**src/rtl/flag_update_unit_pkg.sv**
```systemverilog
// Shared flag bit positions, flag_op encodings and jump-condition encodings.
// Latency: none (declarations only).
// Backpressure: none (declarations only).
package flag_pkg;

   localparam int FLAG_Z = 0;
   localparam int FLAG_N = 1;
   localparam int FLAG_C = 2;
   localparam int FLAG_W = 3;

   // flag_op encodings; 5..7 are reserved and behave as OP_NONE
   localparam logic [2:0] OP_NONE  = 3'd0;
   localparam logic [2:0] OP_ARITH = 3'd1;
   localparam logic [2:0] OP_LOGIC = 3'd2;
   localparam logic [2:0] OP_SETC  = 3'd3;
   localparam logic [2:0] OP_CLRC  = 3'd4;

   // jmp_cond encodings; the value is also the bit index of the tested flag
   localparam logic [1:0] JMP_Z      = 2'd0;
   localparam logic [1:0] JMP_N      = 2'd1;
   localparam logic [1:0] JMP_C      = 2'd2;
   localparam logic [1:0] JMP_ALWAYS = 2'd3;

endpackage

```
**src/rtl/flag_update_unit_if.sv**
```systemverilog
// Execute-stage bundle between the pipeline, the flag unit and the flag register.
// Latency: none (wiring only). Optional jump ports present when FLAG_JMP_CLEAR_EN is defined.
// Backpressure: none; stall/flush are carried as plain qualifiers.
interface flag_update_unit_if
   import flag_pkg::*;
#(
   parameter int DATA_W = 16
);
   logic [DATA_W-1:0] alu_result;
   logic              alu_carry;
   logic [2:0]        flag_op;
   logic              in_valid;
   logic              stall;
   logic              flush;
   logic              int_save;
   logic              rti_restore;
   logic [FLAG_W-1:0] cur_flags;
   logic [FLAG_W-1:0] flag_wdata;
   logic              flag_we;
   logic              stack_full;
   logic              stack_empty;
   logic              stack_err;
`ifdef FLAG_JMP_CLEAR_EN
   logic              jmp_taken;
   logic [1:0]        jmp_cond;
`endif

   modport master (
      output alu_result, alu_carry, flag_op, in_valid, stall, flush,
      output int_save, rti_restore, cur_flags,
`ifdef FLAG_JMP_CLEAR_EN
      output jmp_taken, jmp_cond,
`endif
      input  flag_wdata, flag_we, stack_full, stack_empty, stack_err
   );

   modport slave (
      input  alu_result, alu_carry, flag_op, in_valid, stall, flush,
      input  int_save, rti_restore, cur_flags,
`ifdef FLAG_JMP_CLEAR_EN
      input  jmp_taken, jmp_cond,
`endif
      output flag_wdata, flag_we, stack_full, stack_empty, stack_err
   );

endinterface

```
**src/rtl/flag_update_unit_stack.sv**
```systemverilog
// LIFO of saved flag vectors for interrupt entry / RTI.
// Latency: push/pop take effect at the sampling edge; err is a registered one-cycle pulse.
// Backpressure: none; push-when-full and pop-when-empty are dropped and flagged on err.
module flag_stack
   import flag_pkg::*;
#(
   parameter int DEPTH = 4,
   parameter int WIDTH = FLAG_W
)(
   input  logic             clk,
   input  logic             reset,
   input  logic             push,
   input  logic             pop,
   input  logic [WIDTH-1:0] push_data,
   output logic [WIDTH-1:0] top_data,
   output logic             full,
   output logic             empty,
   output logic             err
);
   localparam int AW = $clog2(DEPTH);

   logic [AW:0]      r_sp;
   logic [WIDTH-1:0] r_mem [DEPTH];
   logic             r_err;
   logic [AW:0]      w_sp_m1;
   logic             w_do_push;
   logic             w_do_pop;

   assign full      = (r_sp == (AW+1)'(DEPTH));
   assign empty     = (r_sp == '0);
   assign err       = r_err;
   assign w_sp_m1   = r_sp - (AW+1)'(1);
   assign top_data  = r_mem[w_sp_m1[AW-1:0]];
   // a simultaneous push is always dropped in favour of the pop
   assign w_do_pop  = pop & ~empty;
   assign w_do_push = push & ~pop & ~full;

   // stack pointer, storage and error pulse
   always_ff @(posedge clk or negedge reset) begin
      if (!reset) begin
         r_sp  <= '0;
         r_err <= 1'b0;
         for (int i = 0; i < DEPTH; i++) r_mem[i] <= '0;
      end else begin
         r_err <= (push & pop) | (push & ~pop & full) | (pop & empty);
         if (w_do_pop) begin
            r_sp <= w_sp_m1;
         end else if (w_do_push) begin
            r_mem[r_sp[AW-1:0]] <= push_data;
            r_sp                <= r_sp + (AW+1)'(1);
         end
      end
   end

endmodule

```
**src/rtl/flag_update_unit.sv**
```systemverilog
// Decodes flag-affecting ops into a one-shot flag register write and manages INT/RTI flag save.
// Latency: inputs sampled at posedge t, flag_we/flag_wdata valid in cycle t+1. Jump flag clear with FLAG_JMP_CLEAR_EN.
// Backpressure: none; stall/flush/~in_valid simply suppress the write and any stack action.
module flag_update_unit
   import flag_pkg::*;
#(
   parameter int DATA_W      = 16,
   parameter int STACK_DEPTH = 4
)(
   input  logic               clk,
   input  logic               reset,
   flag_update_unit_if.slave  bus
);
   logic              r_flag_we;
   logic [FLAG_W-1:0] r_flag_wdata;
   logic              w_accept;
   logic [FLAG_W-1:0] w_eff;
   logic [FLAG_W-1:0] w_top;
   logic              w_full;
   logic              w_empty;
   logic              w_err;
   logic              w_pop;
   logic              w_z;
   logic              w_n;
   logic              w_nxt_we;
   logic [FLAG_W-1:0] w_nxt_wd;

   assign w_accept = bus.in_valid & ~bus.stall & ~bus.flush;
   // a write issued last cycle has not reached cur_flags yet, so forward it
   assign w_eff    = r_flag_we ? r_flag_wdata : bus.cur_flags;
   assign w_z      = (bus.alu_result == '0);
   assign w_n      = bus.alu_result[DATA_W-1];
   assign w_pop    = w_accept & bus.rti_restore;

   flag_stack #(
      .DEPTH (STACK_DEPTH),
      .WIDTH (FLAG_W)
   ) u_stack (
      .clk       (clk),
      .reset     (reset),
      .push      (w_accept & bus.int_save),
      .pop       (w_pop),
      .push_data (w_eff),
      .top_data  (w_top),
      .full      (w_full),
      .empty     (w_empty),
      .err       (w_err)
   );

   // next write: restore beats jump clear beats the ordinary flag_op
   always_comb begin
      w_nxt_we = 1'b0;
      w_nxt_wd = r_flag_wdata;
      if (w_pop) begin
         if (!w_empty) begin
            w_nxt_we = 1'b1;
            w_nxt_wd = w_top;
         end
`ifdef FLAG_JMP_CLEAR_EN
      end else if (w_accept && bus.jmp_taken && bus.jmp_cond != JMP_ALWAYS) begin
         w_nxt_we               = 1'b1;
         w_nxt_wd               = w_eff;
         w_nxt_wd[bus.jmp_cond] = 1'b0;
`endif
      end else if (w_accept) begin
         case (bus.flag_op)
            OP_ARITH: begin
               w_nxt_we         = 1'b1;
               w_nxt_wd[FLAG_Z] = w_z;
               w_nxt_wd[FLAG_N] = w_n;
               w_nxt_wd[FLAG_C] = bus.alu_carry;
            end
            OP_LOGIC: begin
               w_nxt_we         = 1'b1;
               w_nxt_wd[FLAG_Z] = w_z;
               w_nxt_wd[FLAG_N] = w_n;
               w_nxt_wd[FLAG_C] = w_eff[FLAG_C];
            end
            OP_SETC: begin
               w_nxt_we         = 1'b1;
               w_nxt_wd         = w_eff;
               w_nxt_wd[FLAG_C] = 1'b1;
            end
            OP_CLRC: begin
               w_nxt_we         = 1'b1;
               w_nxt_wd         = w_eff;
               w_nxt_wd[FLAG_C] = 1'b0;
            end
            default: begin
               w_nxt_we = 1'b0;
            end
         endcase
      end
   end

   // registered one-shot write towards the flag register
   always_ff @(posedge clk or negedge reset) begin
      if (!reset) begin
         r_flag_we    <= 1'b0;
         r_flag_wdata <= '0;
      end else begin
         r_flag_we    <= w_nxt_we;
         r_flag_wdata <= w_nxt_wd;
      end
   end

   assign bus.flag_we     = r_flag_we;
   assign bus.flag_wdata  = r_flag_wdata;
   assign bus.stack_full  = w_full;
   assign bus.stack_empty = w_empty;
   assign bus.stack_err   = w_err;

endmodule
```
**src/flat_wrapper.sv**
```systemverilog
// flat-port wrapper written by rule: the top's interface ports become plain ports
module flag_update_unit_flat import flag_pkg::*;
#(
   parameter int DATA_W      = 16,
   parameter int STACK_DEPTH = 4
)
  (clk, reset, bus_alu_result, bus_alu_carry, bus_flag_op, bus_in_valid, bus_stall, bus_flush, bus_int_save, bus_rti_restore, bus_cur_flags, bus_flag_wdata, bus_flag_we, bus_stack_full, bus_stack_empty, bus_stack_err);
  flag_update_unit_if #(.DATA_W(DATA_W)) bus_i ();
  input  logic clk;
  input  logic reset;
  input wire logic [$bits(bus_i.alu_result)-1:0] bus_alu_result;
  input wire logic [$bits(bus_i.alu_carry)-1:0] bus_alu_carry;
  input wire logic [$bits(bus_i.flag_op)-1:0] bus_flag_op;
  input wire logic [$bits(bus_i.in_valid)-1:0] bus_in_valid;
  input wire logic [$bits(bus_i.stall)-1:0] bus_stall;
  input wire logic [$bits(bus_i.flush)-1:0] bus_flush;
  input wire logic [$bits(bus_i.int_save)-1:0] bus_int_save;
  input wire logic [$bits(bus_i.rti_restore)-1:0] bus_rti_restore;
  input wire logic [$bits(bus_i.cur_flags)-1:0] bus_cur_flags;
  output wire logic [$bits(bus_i.flag_wdata)-1:0] bus_flag_wdata;
  output wire logic [$bits(bus_i.flag_we)-1:0] bus_flag_we;
  output wire logic [$bits(bus_i.stack_full)-1:0] bus_stack_full;
  output wire logic [$bits(bus_i.stack_empty)-1:0] bus_stack_empty;
  output wire logic [$bits(bus_i.stack_err)-1:0] bus_stack_err;
  assign bus_i.alu_result = bus_alu_result;
  assign bus_i.alu_carry = bus_alu_carry;
  assign bus_i.flag_op = bus_flag_op;
  assign bus_i.in_valid = bus_in_valid;
  assign bus_i.stall = bus_stall;
  assign bus_i.flush = bus_flush;
  assign bus_i.int_save = bus_int_save;
  assign bus_i.rti_restore = bus_rti_restore;
  assign bus_i.cur_flags = bus_cur_flags;
  assign bus_flag_wdata = bus_i.flag_wdata;
  assign bus_flag_we = bus_i.flag_we;
  assign bus_stack_full = bus_i.stack_full;
  assign bus_stack_empty = bus_i.stack_empty;
  assign bus_stack_err = bus_i.stack_err;
  flag_update_unit #(.DATA_W(DATA_W), .STACK_DEPTH(STACK_DEPTH)) u_core (.clk(clk), .reset(reset), .bus(bus_i));
endmodule
```
**config.mk**
```make
export PLATFORM = sky130hd
export DESIGN_NAME = flag_update_unit_flat
export DESIGN_NICKNAME = d
export VERILOG_FILES = /design/src/rtl/flag_update_unit_pkg.sv /design/src/rtl/flag_update_unit_if.sv /design/src/rtl/flag_update_unit_stack.sv /design/src/rtl/flag_update_unit.sv /design/src/flat_wrapper.sv
export SDC_FILE = /design/constraint.sdc
export NUM_CORES = 1
export LEC_CHECK = 0
export ABC_AREA = 0
export CAP_MARGIN = 15
export CORE_MARGIN = 2
export CORE_UTILIZATION = 49
export CTS_BUF_LIST = sky130_fd_sc_hd__clkbuf_16
export CTS_CLUSTER_DIAMETER = 60
export DETAILED_ROUTE_END_ITERATION = 10
export PLACE_DENSITY = 0.91
export SLEW_MARGIN = 10
export SYNTH_ARGS = -nofsm -noshare
export SYNTH_HDL_FRONTEND = slang
export SYNTH_SLANG_ARGS = --single-unit
```
**constraint.sdc**
```tcl
create_clock -name clk -period 4 [get_ports clk]
set_input_delay 0.4 -clock clk [delete_from_list [all_inputs] [get_ports clk]]
set_output_delay 0.4 -clock clk [all_outputs]
set_load 0.02 [all_outputs]
```
==> run_results.csv <==
group,metric,value,unit
logic_synthesis,synth.cell_area,1150,um2
clock_network,clock_tree.root_cell,"clkbuf_16",
logic_synthesis,yosysTopAreaCell,"dfrtp_1",
clock_network,path_clk_slew,0.06,ns
timing,finClkSkew,0.00226,ns
grt,antenna_found_initial,0,
power,clkPwrFrac,28.8,%
power,p_leak,0.701,nW
finish,final_cell_mix,"clkdlybuf4s50_1 (36), dfrtp_1 (20), mux2_2 (17)",
setup_path,crit_type,"reg2out",
grt,grt_pass1_vias,1007,
setup_path,cp-end-kind,"output port",
grt,grtUsageTotal,22.3,%
finish,drive_gt1_share,20.1,%
clock_network,clock_sinks,20,
status,status,"completed",
logic_synthesis,ys_ff_latch,20,
setup_path,max_stage_delay,0.69,ns
setup_path,critPathArrivalTime,2.04,ns
power,switchingPower,283,uW
placed_design,gp_congestion,0.767,
timing,slew_headroom,42.6,%
die,die_x,52.5,um
hold_path,hold_class,"reg2reg",
logic_synthesis,yosys.area_share.simple,16.4,%
timing,final_hold_viol_count,0,
die,core,2210,um2
power,intPower,678,uW
clock_network,cts_buffer_depth,2,
logic_synthesis,synthDistinctLibCells,30,
logic_synthesis,synthXorXnorAreaFrac,1.52,%
power,p_sw_share,29.5,%
finish,mostFrequentLayoutCell,"clkdlybuf4s50_1",
logic_synthesis,syn_nets,130,
logic_synthesis,ys_seq_area_share,43.4,%
setup_path,crit_chain,"inv_1 > ha_1 > and2_1 > clkdlybuf4s50_1",
timing,final.setup.tns,0,ns
timing,worst_pin_slew,0.859,ns
logic_synthesis,syn_inst,95,
clock_network,hold_buffers,0,
die,ios,37,
setup_path,critPathMaxFanout,7,
detailed_routing,post-route-drc-count,0,
detailed_routing,drtAntennaViolNets,0,
run,drv_cap,0,
setup_path,cp_top_family,"buffers and inverters",
clock_network,post_cts_resize_count,0,
timing,period_share,61.1,%
die,die_area,2760,um2
detailed_routing,first_iter_violations,16,
clock_network,h-tree-depth,1,
finish,nFillCells,136,
power,p_comb_share,35.9,%
setup_path,critPathBufInv,2,
timing,finalCriticalPeriod,2.44,ns
finish,diodes,0,
timing,drv_slew,0,
die,initial_utilization,52.1,%
detailed_routing,dr_total_vias,926,
logic_synthesis,synth.avg_cell_area,12.1,um2
clock_network,cts_tree,"done",
logic_synthesis,synth-compound-area-share,8.68,%
detailed_routing,viasPerCell,5.72,
detailed_routing,avgRoutedWirePerCell,16.7,um
logic_synthesis,synthTopCellsByArea,"dfrtp_1 (43%), mux2_2 (17%), mux4_2 (5.9%), ha_1 (5.4%), nand2_1 (2.6%)",
die,rows,17,
clock_network,cts-buffers-inserted,3,
finish,syn_to_final_growth,43.1,%
grt,grt_pass1_wl,4360,um
logic_synthesis,yosys_warnings,0,
power,power_per_cell_area,583,nW/um2
die,die-height,52.5,um
detailed_routing,first_pass_iters,5,
placed_design,io_buffers,36,
grt,grt_max_degree,21,
timing,rsz0062_at_grt,"no",
power,seq_power_share,35.3,%
clock_network,clock_latency,0.26,ns
power,finalPower,962,uW
detailed_routing,routed_wl,2700,um
power,ir_worst_vdd,0.410,mV
timing,clock.fmax,0.409,GHz
grt,overflow,0,
clock_network,postCtsSetupRepairBufs,0,
finish,nets,170,
setup_path,required,3.60,ns
placed_design,dp_hpwl,2020,um
logic_synthesis,synth_adder_area_share,5.42,%
setup_path,worst_setup_path_start_kind,"register",
logic_synthesis,synth_top_family_by_area,"multiplexers",
timing,setup_viol,0,
setup_path,slowest_stage,"clkdlybuf4s50_1",
logic_synthesis,synth_top_area_share,43.4,%
logic_synthesis,synth.mux.area_fraction,23.3,%
-- worst paths after layout --
path	from	end	cells after the start	slack, ns
hold / removal	u_core.u_stack.r_mem[4]$_DFFE_PN0P_	u_core.u_stack.r_mem[4]$_DFFE_PN0P_	1	0.51
max in group asynchronous	reset	u_core.bus.flag_we$_DFF_PN0_	1	2.84
setup reg to reg	u_core.u_stack.r_sp[0]$_DFFE_PN0P_	u_core.u_stack.r_mem[1]$_DFFE_PN0P_	6	1.71
min in group asynchronous	reset	u_core.u_stack.r_mem[11]$_DFFE_PN0P_	1	0.64
hold reg to reg	u_core.u_stack.r_mem[4]$_DFFE_PN0P_	u_core.u_stack.r_mem[4]$_DFFE_PN0P_	1	0.51
setup / recovery	u_core.u_stack.r_sp[0]$_DFFE_PN0P_	bus_stack_full	4	1.56
-- per-stage QoR --
| stage | setup slack (ns) | utilization [%] | instance area [um2] | hold WS, ns | cells |
|---|---|---|---|---|---|
| 2_1_floorplan | 1.81 | - | 1150 | 0.104 | 95 |
| 6_report | 1.56 | 74.6 | 1650 | 0.505 | 162 |
| 3_3_place_gp | 1.67 | 69.9 | 1550 | 0.476 | 158 |
| 4_1_cts | 1.56 | 74.6 | 1650 | 0.510 | 162 |
| 3_5_place_dp | 1.63 | 69.9 | 1550 | 0.482 | 158 |
| 5_1_grt | 1.47 | 74.6 | 1650 | 0.526 | 162 |
-- layout make-up --
class,count,area (um2),share of cell area [%]
clock buffers,3,75.1,4.55
well taps,28,35.0,2.12
multi-input cells,71,638,38.7
repair buffers,36,360,21.8
clock inverters,1,30.0,1.82
inverters,3,11.3,0.682
flip-flops and latches,20,500,30.3
-- power by group through the flow --
stage | Sequential [mW] | Clock [mW] | Combinational (mW)
2_1_floorplan | 0.333 | 0 | 0.221
3_5_place_dp | 0.339 | 0 | 0.341
5_1_grt | 0.348 | 0.290 | 0.374
3_3_place_gp | 0.335 | 0 | 0.325
4_1_cts | 0.338 | 0.280 | 0.349
6_report | 0.339 | 0.277 | 0.345
-- per-layer routing --
| layer | global-route usage (%) | share of wire [%] | vias up |
|---|---|---|---|
| met2 | 38.8 | 51 | 36 |
| met5 | 0 | 0 | - |
| met1 | 24.9 | 38 | 437 |
| met3 | 4.86 | 7.3 | 11 |
| li1 | - | - | 442 |
| met4 | 12.8 | 3.6 | 0 |
-- registers in the layout (all words and copies together) (netlist names) --
register / count
u_core.bus.flag_wdata: 3
u_core.bus.flag_we: 1
u_core.u_stack.err: 1
u_core.u_stack.r_mem: 12
u_core.u_stack.r_sp: 3
-- cell usage after synthesis --
master and n:
a211o_1 1, a211oi_1 2, a21boi_0 1, a21oi_1 3, a22oi_1 1, and2_1 1
and4_1 1, and4bb_1 1, clkbuf_1 1, dfrtp_1 20, ha_1 5, inv_1 3
mux2_2 17, mux2i_1 1, mux4_2 3, nand2_1 8, nand2b_1 1, nand3b_1 1
nor2_1 2, nor2b_1 3, nor3b_1 3, nor4_1 4, nor4b_4 1, o21ai_0 3
o21bai_1 1, o2bb2ai_1 1, o31ai_1 2, or3b_2 1, or3b_4 1, xnor2_1 2
-- kinds of logic (layout without fill, tap and decap cells) --
group,Yosys count,after routing
AND/OR/NAND/NOR,28,28
multiplexers,21,21
flip-flops,20,20
AO/OA/AOI/OAI,15,15
adder cells (fa/ha/maj),5,5
buffers and inverters,4,43
XOR/XNOR,2,2
No activity file was read; power rests on OpenSTA's default activity.
